--- src/rtl/mips_pkg.sv ---
// ---------------------------------------------------------------------------
// mips_pkg
// Shared definitions for the MIPS pipeline memory stage:
//   - wb_ctl bit positions ({regwrite, memtoreg})
//   - the MEM/WB bubble control value
//   - the MEM-stage FSM state encoding (legacy-compatible constants)
// ---------------------------------------------------------------------------
package mips_pkg;

  // wb_ctl = {regwrite, memtoreg}
  localparam int WB_REGWRITE = 1;
  localparam int WB_MEMTOREG = 0;

  // A bubble writes nothing back and does not select memory data.
  localparam logic [1:0] WB_BUBBLE = 2'b00;

  // MEM-stage FSM
  localparam logic [0:0] ST_IDLE = 1'b0;
  localparam logic [0:0] ST_BUSY = 1'b1;

endpackage

--- src/rtl/mem_stage_if.sv ---
// ---------------------------------------------------------------------------
// mem_stage_if
// Handshaked data-memory port between the MEM stage and the data memory.
//   dmem_req    request valid (held until the access completes)
//   dmem_we     write enable (store when 1, load when 0)
//   dmem_addr   word address
//   dmem_wdata  store data
//   dmem_ready  access complete, only meaningful while dmem_req = 1
//   dmem_rdata  load data, valid together with dmem_ready
// Modports: master = MEM stage, slave = memory.
// ---------------------------------------------------------------------------
interface mem_stage_if;
  logic        dmem_req;
  logic        dmem_we;
  logic [31:0] dmem_addr;
  logic [31:0] dmem_wdata;
  logic        dmem_ready;
  logic [31:0] dmem_rdata;

  modport master (
    output dmem_req, dmem_we, dmem_addr, dmem_wdata,
    input  dmem_ready, dmem_rdata
  );

  modport slave (
    input  dmem_req, dmem_we, dmem_addr, dmem_wdata,
    output dmem_ready, dmem_rdata
  );
endinterface

--- src/rtl/mem_wb.sv ---
// ---------------------------------------------------------------------------
// mem_wb
// MEM/WB pipeline register.
//   clk, reset        rising-edge clock, async active-low reset (clears all)
//   bubble            1: load a bubble (ctl = 00, data fields hold)
//   *_in              values captured when bubble = 0
//   mem_wb_ctl        {regwrite, memtoreg}
//   mem_read_data     load data (0 for non-loads)
//   mem_alu_result    ALU result
//   mem_write_reg     destination register
// ---------------------------------------------------------------------------
module mem_wb
  import mips_pkg::*;
(
  input  logic        clk,
  input  logic        reset,
  input  logic        bubble,
  input  logic [1:0]  wb_ctl_in,
  input  logic [31:0] read_data_in,
  input  logic [31:0] alu_result_in,
  input  logic [4:0]  write_reg_in,
  output logic [1:0]  mem_wb_ctl,
  output logic [31:0] mem_read_data,
  output logic [31:0] mem_alu_result,
  output logic [4:0]  mem_write_reg
);

  // NOTE: sequential state is written with <= so every register samples
  // pre-edge values; blocking assignments here would create order-dependent
  // simulation that no longer matches the synthesized flops.
  always_ff @(posedge clk or negedge reset) begin
    if (!reset) begin
      mem_wb_ctl     <= WB_BUBBLE;
      mem_read_data  <= '0;
      mem_alu_result <= '0;
      mem_write_reg  <= '0;
    end else if (bubble) begin
      // Only the control is squashed; data fields keep their old value.
      mem_wb_ctl     <= WB_BUBBLE;
    end else begin
      mem_wb_ctl     <= wb_ctl_in;
      mem_read_data  <= read_data_in;
      mem_alu_result <= alu_result_in;
      mem_write_reg  <= write_reg_in;
    end
  end

endmodule

--- src/rtl/mem_stage.sv ---
// ---------------------------------------------------------------------------
// mem_stage
// Memory stage of the five-stage MIPS pipeline.
//   clk, reset         rising-edge clock, async active-low reset
//   wb_ctl, branch, memread, memwrite, EX_MEM_NPC, zero, alu_result,
//   rdata2out, five_bit_muxout   EX/MEM register outputs
//   pcsrc, branch_target         branch decision (combinational)
//   stall              freeze upstream stages this cycle
//   dmem               handshaked data-memory port (master side)
//   mem_wb_ctl, mem_read_data, mem_alu_result, mem_write_reg   MEM/WB
//   err_align, err_timeout, err_ctl   sticky error flags
// A legal lw/sw spends one IDLE cycle issuing the request, then one or more
// BUSY cycles waiting for dmem_ready. Accesses that never complete are
// aborted after MAX_WAIT BUSY cycles and retire as a bubble.
// ---------------------------------------------------------------------------
module mem_stage
  import mips_pkg::*;
#(
  parameter int          MAX_WAIT     = 16,
  parameter logic [31:0] TIMEOUT_DATA = 32'hDEADBEEF
) (
  input  logic               clk,
  input  logic               reset,
  input  logic [1:0]         wb_ctl,
  input  logic               branch,
  input  logic               memread,
  input  logic               memwrite,
  input  logic [31:0]        EX_MEM_NPC,
  input  logic               zero,
  input  logic [31:0]        alu_result,
  input  logic [31:0]        rdata2out,
  input  logic [4:0]         five_bit_muxout,
  output logic               pcsrc,
  output logic [31:0]        branch_target,
  output logic               stall,
  mem_stage_if.master        dmem,
  output logic [1:0]         mem_wb_ctl,
  output logic [31:0]        mem_read_data,
  output logic [31:0]        mem_alu_result,
  output logic [4:0]         mem_write_reg,
  output logic               err_align,
  output logic               err_timeout,
  output logic               err_ctl
);

  localparam int CNT_W = (MAX_WAIT > 2) ? $clog2(MAX_WAIT) : 1;
  localparam logic [CNT_W-1:0] CNT_LAST = CNT_W'(MAX_WAIT - 1);

  // Aborted loads retire as a bubble, so the timeout fill value is never used.
  logic [31:0] unused_timeout_data;
  assign unused_timeout_data = TIMEOUT_DATA;

  logic [0:0]       state_q;
  logic [CNT_W-1:0] wait_cnt;
  logic             req_q, we_q;
  logic [31:0]      addr_q, wdata_q;

  logic access, misaligned, conflict, ok;
  logic busy, done, at_last, bubble;
  logic [31:0] read_data_in;

  assign pcsrc         = branch & zero;
  assign branch_target = EX_MEM_NPC;

  assign access     = memread | memwrite;
  assign misaligned = alu_result[1:0] != 2'b00;
  assign conflict   = memread & memwrite;
  assign ok         = access & ~misaligned & ~conflict;

  assign busy    = (state_q == ST_BUSY);
  assign done    = busy & dmem.dmem_ready;
  assign at_last = (wait_cnt == CNT_LAST);

  // Built only from state, ok and ready so there is no path from dmem_rdata.
  assign stall = busy ? (~dmem.dmem_ready & ~at_last) : ok;

  // IDLE: any memory instruction leaves a bubble (issued or rejected).
  // BUSY: only a completed access writes real values.
  assign bubble       = busy ? ~done : access;
  assign read_data_in = (busy && !we_q) ? dmem.dmem_rdata : 32'h0;

  assign dmem.dmem_req   = req_q;
  assign dmem.dmem_we    = we_q;
  assign dmem.dmem_addr  = addr_q;
  assign dmem.dmem_wdata = wdata_q;

  always_ff @(posedge clk or negedge reset) begin
    if (!reset) begin
      state_q     <= ST_IDLE;
      wait_cnt    <= '0;
      req_q       <= 1'b0;
      we_q        <= 1'b0;
      addr_q      <= '0;
      wdata_q     <= '0;
      err_align   <= 1'b0;
      err_timeout <= 1'b0;
      err_ctl     <= 1'b0;
    end else begin
      case (state_q)
        ST_IDLE: begin
          if (ok) begin
            // Port registers are frozen from here until the access ends.
            req_q    <= 1'b1;
            we_q     <= memwrite;
            addr_q   <= alu_result;
            wdata_q  <= rdata2out;
            wait_cnt <= '0;
            state_q  <= ST_BUSY;
          end else if (access) begin
            if (misaligned) err_align <= 1'b1;
            if (conflict)   err_ctl   <= 1'b1;
          end
        end
        default: begin
          if (dmem.dmem_ready || at_last) begin
            if (!dmem.dmem_ready) err_timeout <= 1'b1;
            req_q   <= 1'b0;
            we_q    <= 1'b0;
            state_q <= ST_IDLE;
          end else begin
            wait_cnt <= wait_cnt + 1'b1;
          end
        end
      endcase
    end
  end

  mem_wb u_mem_wb (
    .clk            (clk),
    .reset          (reset),
    .bubble         (bubble),
    .wb_ctl_in      (wb_ctl),
    .read_data_in   (read_data_in),
    .alu_result_in  (alu_result),
    .write_reg_in   (five_bit_muxout),
    .mem_wb_ctl     (mem_wb_ctl),
    .mem_read_data  (mem_read_data),
    .mem_alu_result (mem_alu_result),
    .mem_write_reg  (mem_write_reg)
  );

endmodule

--- src/flat_wrapper.sv ---
// flat-port wrapper written by rule: the top's interface ports become plain ports
module mem_stage_flat import mips_pkg::*;
#(
  parameter int          MAX_WAIT     = 16,
  parameter logic [31:0] TIMEOUT_DATA = 32'hDEADBEEF
)
  (clk, reset, wb_ctl, branch, memread, memwrite, EX_MEM_NPC, zero, alu_result, rdata2out, five_bit_muxout, pcsrc, branch_target, stall, mem_wb_ctl, mem_read_data, mem_alu_result, mem_write_reg, err_align, err_timeout, err_ctl, dmem_dmem_req, dmem_dmem_we, dmem_dmem_addr, dmem_dmem_wdata, dmem_dmem_ready, dmem_dmem_rdata);
  mem_stage_if dmem_i ();
  input  logic clk;
  input  logic reset;
  input  logic [1:0] wb_ctl;
  input  logic branch;
  input  logic memread;
  input  logic memwrite;
  input  logic [31:0] EX_MEM_NPC;
  input  logic zero;
  input  logic [31:0] alu_result;
  input  logic [31:0] rdata2out;
  input  logic [4:0] five_bit_muxout;
  output logic pcsrc;
  output logic [31:0] branch_target;
  output logic stall;
  output logic [1:0] mem_wb_ctl;
  output logic [31:0] mem_read_data;
  output logic [31:0] mem_alu_result;
  output logic [4:0] mem_write_reg;
  output logic err_align;
  output logic err_timeout;
  output logic err_ctl;
  output wire logic [$bits(dmem_i.dmem_req)-1:0] dmem_dmem_req;
  output wire logic [$bits(dmem_i.dmem_we)-1:0] dmem_dmem_we;
  output wire logic [$bits(dmem_i.dmem_addr)-1:0] dmem_dmem_addr;
  output wire logic [$bits(dmem_i.dmem_wdata)-1:0] dmem_dmem_wdata;
  input wire logic [$bits(dmem_i.dmem_ready)-1:0] dmem_dmem_ready;
  input wire logic [$bits(dmem_i.dmem_rdata)-1:0] dmem_dmem_rdata;
  assign dmem_dmem_req = dmem_i.dmem_req;
  assign dmem_dmem_we = dmem_i.dmem_we;
  assign dmem_dmem_addr = dmem_i.dmem_addr;
  assign dmem_dmem_wdata = dmem_i.dmem_wdata;
  assign dmem_i.dmem_ready = dmem_dmem_ready;
  assign dmem_i.dmem_rdata = dmem_dmem_rdata;
  mem_stage #(.MAX_WAIT(MAX_WAIT), .TIMEOUT_DATA(TIMEOUT_DATA)) u_core (.clk(clk), .reset(reset), .wb_ctl(wb_ctl), .branch(branch), .memread(memread), .memwrite(memwrite), .EX_MEM_NPC(EX_MEM_NPC), .zero(zero), .alu_result(alu_result), .rdata2out(rdata2out), .five_bit_muxout(five_bit_muxout), .pcsrc(pcsrc), .branch_target(branch_target), .stall(stall), .dmem(dmem_i), .mem_wb_ctl(mem_wb_ctl), .mem_read_data(mem_read_data), .mem_alu_result(mem_alu_result), .mem_write_reg(mem_write_reg), .err_align(err_align), .err_timeout(err_timeout), .err_ctl(err_ctl));
endmodule
--- config.mk ---
export PLATFORM = sky130hd
export DESIGN_NAME = mem_stage_flat
export DESIGN_NICKNAME = d
export VERILOG_FILES = /design/src/rtl/mips_pkg.sv /design/src/rtl/mem_stage_if.sv /design/src/rtl/mem_wb.sv /design/src/rtl/mem_stage.sv /design/src/flat_wrapper.sv
export SDC_FILE = /design/constraint.sdc
export NUM_CORES = 1
export LEC_CHECK = 0
export ABC_AREA = 0
export CAP_MARGIN = 5
export CORE_ASPECT_RATIO = 1.2
export CORE_UTILIZATION = 40
export DETAILED_ROUTE_END_ITERATION = 12
export HOLD_SLACK_MARGIN = 0.05
export PLACE_DENSITY = 0.83
export SYNTH_ARGS = -nofsm -noshare
export SYNTH_HDL_FRONTEND = slang
export SYNTH_SLANG_ARGS = --single-unit
--- constraint.sdc ---
create_clock -name clk -period 1.8 [get_ports clk]
set_input_delay 0.45 -clock clk [delete_from_list [all_inputs] [get_ports clk]]
set_output_delay 0.45 -clock clk [all_outputs]
set_load 0.05 [all_outputs]
# [Yosys cells after proc, flatten, opt, wreduce, memory -nomap -nowiden]
# Cells that the tools add are included.
[op_classes] addsub=1 mul=0 div=0 order_cmp=0 eq_ne=3 shift=0 muxes=15 n_bitwise=14 n_reduce_logical=11
[op_table] operator="$mux W32" count=1
[op_table] operator="$mux W4" count=3
[op_table] operator="$mux W1" count=10
[op_table] operator="$reduce_and A4 Y1" count=2
[op_table] operator="$not A1 Y1" count=7
[op_table] operator="$and A1 B1 Y1" count=6
[op_table] operator="$reduce_and A2 Y1" count=3
[op_table] operator="$add A4 B1 Y4 const B" count=1
[op_table] operator="$eq A4 B4 Y1 const B" count=1
[op_table] operator="$ne A2 B2 Y1 const B" count=2
[op_table] operator="$reduce_bool A2 Y1" count=2
[op_table] operator="$reduce_and A3 Y1" count=1
[op_table] operator="$mux W2" count=1
[op_table] operator="$logic_and A1 B1 Y1" count=1
[op_table] operator="$logic_not A1 Y1" count=1
[op_table] operator="$logic_or A1 B1 Y1" count=1
[op_table] operator="$or A1 B1 Y1" count=1
[word_totals] reg_bits=145 latch_bits=0 mem_bits_rw=0 rom_bits=0 inputBits=142 out_inout_bits=174 word_cells=57 n_memories=0

# [Depth between registers and ports, before layout]
[depth] depth_word=6 depth_mapped=5

# [Hierarchy]
# Synthesis repeated with hierarchy kept, for this count alone.
[hier_totals] cells_unflattened=402 area_unflattened_um2=6327.3
[by_module_without_submodules] mod="mem_stage" n_inst=1 cells_each=252 area_each_um2=3359.5 seq_area_each_um2=1851.8
[by_module_without_submodules] mod="mem_wb" n_inst=1 cells_each=150 area_each_um2=2967.8 seq_area_each_um2=1776.7

# [Worst setup path after synthesis]
# Ideal clock, no wire load.
[synth_path] path_kind="input port to output port" startpoint="input alu_result[1]" endpoint="output stall" arrival_time_ns=1.794 required_time_ns=1.350 setup_slack_ns=-0.444 cell_stages=2 n_path_buf=0 path_cell_list="or3_4 > o2bb2ai_1"
[synth_between] elab_chain_len=5
[synth_lines] item="from (decl)" line="flat_wrapper.sv:17" text="input logic [31:0] alu_result;"
[synth_lines] item="$reduce_bool A2 Y1" line="mem_stage.sv:66" text="assign misaligned = alu_result[1:0] != 2'b00;"
[synth_lines] item="$not A1 Y1" line="mem_stage.sv:68" text="assign ok = access & ~misaligned & ~conflict;"
[synth_lines] item="$and A1 B1 Y1 (2 in a row)" line="mem_stage.sv:68"
[synth_lines] item="$mux W1" line="mem_stage.sv:75" text="assign stall = busy ? (~dmem.dmem_ready & ~at_last) : ok;"
[synth_lines] item="to (decl)" line="flat_wrapper.sv:22" text="output logic stall;"
# No other way between the ends.

# [Worst setup path in the final report]
[layout_path] startpoint="register u_core.state_q, in the netlist u_core.busy" endpoint="output stall"
[layout_between] elab_chain_len=1
[layout_lines] item="from (decl)" line="mem_stage.sv:53" text="logic [0:0] state_q;"
[layout_lines] item="from (signal assigned)" line="mem_stage.sv:89" text="state_q <= ST_IDLE;"
[layout_lines] item="from (signal assigned)" line="mem_stage.sv:108" text="state_q <= ST_BUSY;"
[layout_lines] item="from (signal assigned)" line="mem_stage.sv:119" text="state_q <= ST_IDLE;"
[layout_lines] item="$mux W1" line="mem_stage.sv:75"
# No other way between the ends.

==> flow_metrics.py <==
metrics = {
    "detailed_routing": {
        "first_pass_iters": 4,
        "ant_nets": 0,
        "vias": 4338,
        "wire_per_inst_um": 18.4,
        "dr.first_iter.drc_count": 248,
        "viasPerCell": 4.96,
        "routed_wl_um": 16100,
        "route.detailed.drc": 0,
    },
    "logic_synthesis": {
        "synth.avg_cell_area_um2": 15.2,
        "syn_inst": 403,
        "synth_nets": 546,
        "ys_seq_area_frac": 0.591,
        "syn_area_um2": 6140,
        "synth.distinct_cells": 33,
        "ys_warn_count": 0,
        "ys_seq_elements": 145,
    },
    "sta": {
        "finalCriticalPeriod_ns": 2.08,
        "clock_skew_ns": 0.00848,
        "tightest_slew_ns": 0.355,
        "drv_slew": 0,
        "setup_ws_ns": -0.276,
        "hold_viol_final": 0,
        "fmax_ghz": 0.482,
        "setup_violations": 63,
        "rsz0062_at_grt": "true",
        "relSlewSlack": 0.762,
        "fin_crit_sh": 1.15,
    },
    "flow_run": {
        "maxCapViolCount": 0,
    },
    "clock_network": {
        "cts_root_buf": "clkbuf_16",
        "clkSlewWorstSetupHoldPaths_ns": 0.06,
        "htreeDepth": 4,
        "insertion_delay_ns": 0.41,
        "cts_sinks": 145,
        "cts_buffers": 17,
        "clk_path_buf_depth": 2,
        "cts_tree": "built",
    },
    "floorplanning": {
        "core_area_um2": 15000,
        "die_y_um": 138,
        "pin_count": 316,
        "row_count": 49,
        "fp.dieW_um": 115,
        "dieArea_um2": 15900,
        "start_util": 0.409,
    },
    "pwr": {
        "power_density_nw_per_um2": 1450,
        "power.total_uw": 13700,
        "leakagePower_uw": 0.00473,
        "ir_worst_vdd_v": 0.000608,
    },
    "placed_design": {
        "dp_hpwl_um": 11200,
        "port_buffers": 251,
        "gp_routability_congestion": 0.770,
    },
    "global_routing": {
        "grt_start_max_net_pins": 63,
        "grt_pass1_vias": 4468,
        "grt_antenna_before_repair": 0,
        "grt_usage": 0.195,
        "grt_pass1_wl_um": 23600,
        "grt.overflow.total": 0,
    },
    "critical_path": {
        "crit_fanout": 2,
        "cp_data_arrival_time_ns": 1.63,
        "critPathLaunchType": "register",
        "crit_type": "register to output port",
        "cp_data_required_time_ns": 1.35,
        "worstSetupEndpointType": "output port",
    },
    "layout": {
        "final_cell_mix": "buf_4 (159), dfrtp_1 (145), clkdlybuf4s50_1 (104)",
        "layout.nets": 800,
        "antennaDiodeCount": 0,
        "post-route-util": 0.628,
        "syn_to_final_growth_pct": 53.6,
        "mostFrequentLayoutCell": "buf_4",
        "drive_above_1_share": 0.422,
    },
    "hold_path": {
        "hold_path.class": "primary input to register",
    },
    "run_status": {
        "status": "finished with violations",
        "violations": "negative setup slack",
    },
}
## cells in the mapped netlist, drive strengths merged
master   number  area, um2
and3          2       12.5
inv           3       11.3
and2b         1       7.51
and2          1       6.26
nand2         1       3.75
a31oi         2       12.5
nand3         3       15.0
ha            1       12.5
a21o         33        248
nand2b        2       12.5
o21a          1       7.51
dfrtp       145       3630
nor2          1       11.3
buf          43        378
nor3          1       5.00
xnor2         1       16.3
a21oi         3       18.8
nor2b         4       25.0
o22ai         2       12.5
or3           1       11.3
o21bai        2       15.0
clkbuf       14       52.6
mux2         99       1260
o2bb2ai       2       17.5
and4b        32        320
o21ai         3       15.0
## logic make-up (layout without fill, tap and decap cells)
family | Yosys count | count (layout) | share of synthesized area
compound gates | 48 | 48 | 0.0564
xor+xnor | 1 | 1 | 0.00265
fa+ha+maj | 1 | 1 | 0.00204
buf+inv | 60 | 327 | 0.0719
flops | 145 | 145 | 0.591
mux | 99 | 99 | 0.206
simple gates | 49 | 49 | 0.0701
## path summary, 6_finish.rpt
| path | to | start | cells past startpoint | slack [ns] |
|---|---|---|---|---|
| worst max-delay path | stall | u_core.busy | 4 | -0.28 |
| worst min-delay path | u_core.u_mem_wb.mem_alu_result[1] | alu_result[1] | 3 | 0.40 |
| worst max register to register | u_core.dmem.dmem_wdata[9] | u_core.busy | 7 | -0.19 |
| worst min register to register | u_core.u_mem_wb.mem_read_data[0] | u_core.u_mem_wb.mem_read_data[0] | 1 | 0.48 |
| max in group asynchronous | u_core.u_mem_wb.mem_read_data[13] | reset | 3 | 0.75 |
| min in group asynchronous | u_core.dmem.dmem_wdata[13] | reset | 2 | 0.45 |
## critical path, cell delays in order (launching register included)
cell and delay [ns]:
dfrtp_1 0.40, or3_4 0.34, buf_6 0.13, o2bb2ai_4 0.18, buf_12 0.16
## repair_timing
item	CTS	global route
buffers inserted	3	4
cloned	0	6
endpoints found under the hold margin	20	0
hold buffers	1	0
resized for setup	13	21
pin swaps	2	3
endpoints found under the setup margin	1	115
## power breakdown
group	internal [uW]	total [uW]	switching, uW
sequential	4020	4490	477
clock	2220	3580	1360
combinational	2080	5610	3530
total	8310	13700	5370
## metrics by stage
step	TNS, ns	setup WS [ns]	hold WS [ns]	cells	area, um2
global route	-14.11	-0.333	0.412	874	9440
finish	-10.31	-0.276	0.396	874	9440
floorplan	0	0.116	0.154	403	6160
CTS	-1.02	-0.316	0.430	865	9180
detailed placement	-42.79	-0.407	0.319	829	8510
global placement	-37.83	-0.397	0.317	829	8510
## cell type report
| cell class | instances | area [um2] |
|---|---|---|
| fill | 1090 | 5590 |
| tap | 204 | 255 |
| clock inverter | 13 | 159 |
| timing repair buffer | 292 | 2760 |
| sequential | 145 | 3630 |
| clock buffer | 19 | 443 |
| inverter | 3 | 11.3 |
| multi-input combinational | 198 | 2170 |
## layer usage
metal	up-vias	GRT usage	routed length (um)
met5	-	0	0
met4	0	0.101	413
met3	31	0.0475	935
met2	187	0.343	8560
met1	2192	0.219	6160
li1	1928	-	-
Power figures use the tool's default switching activity.
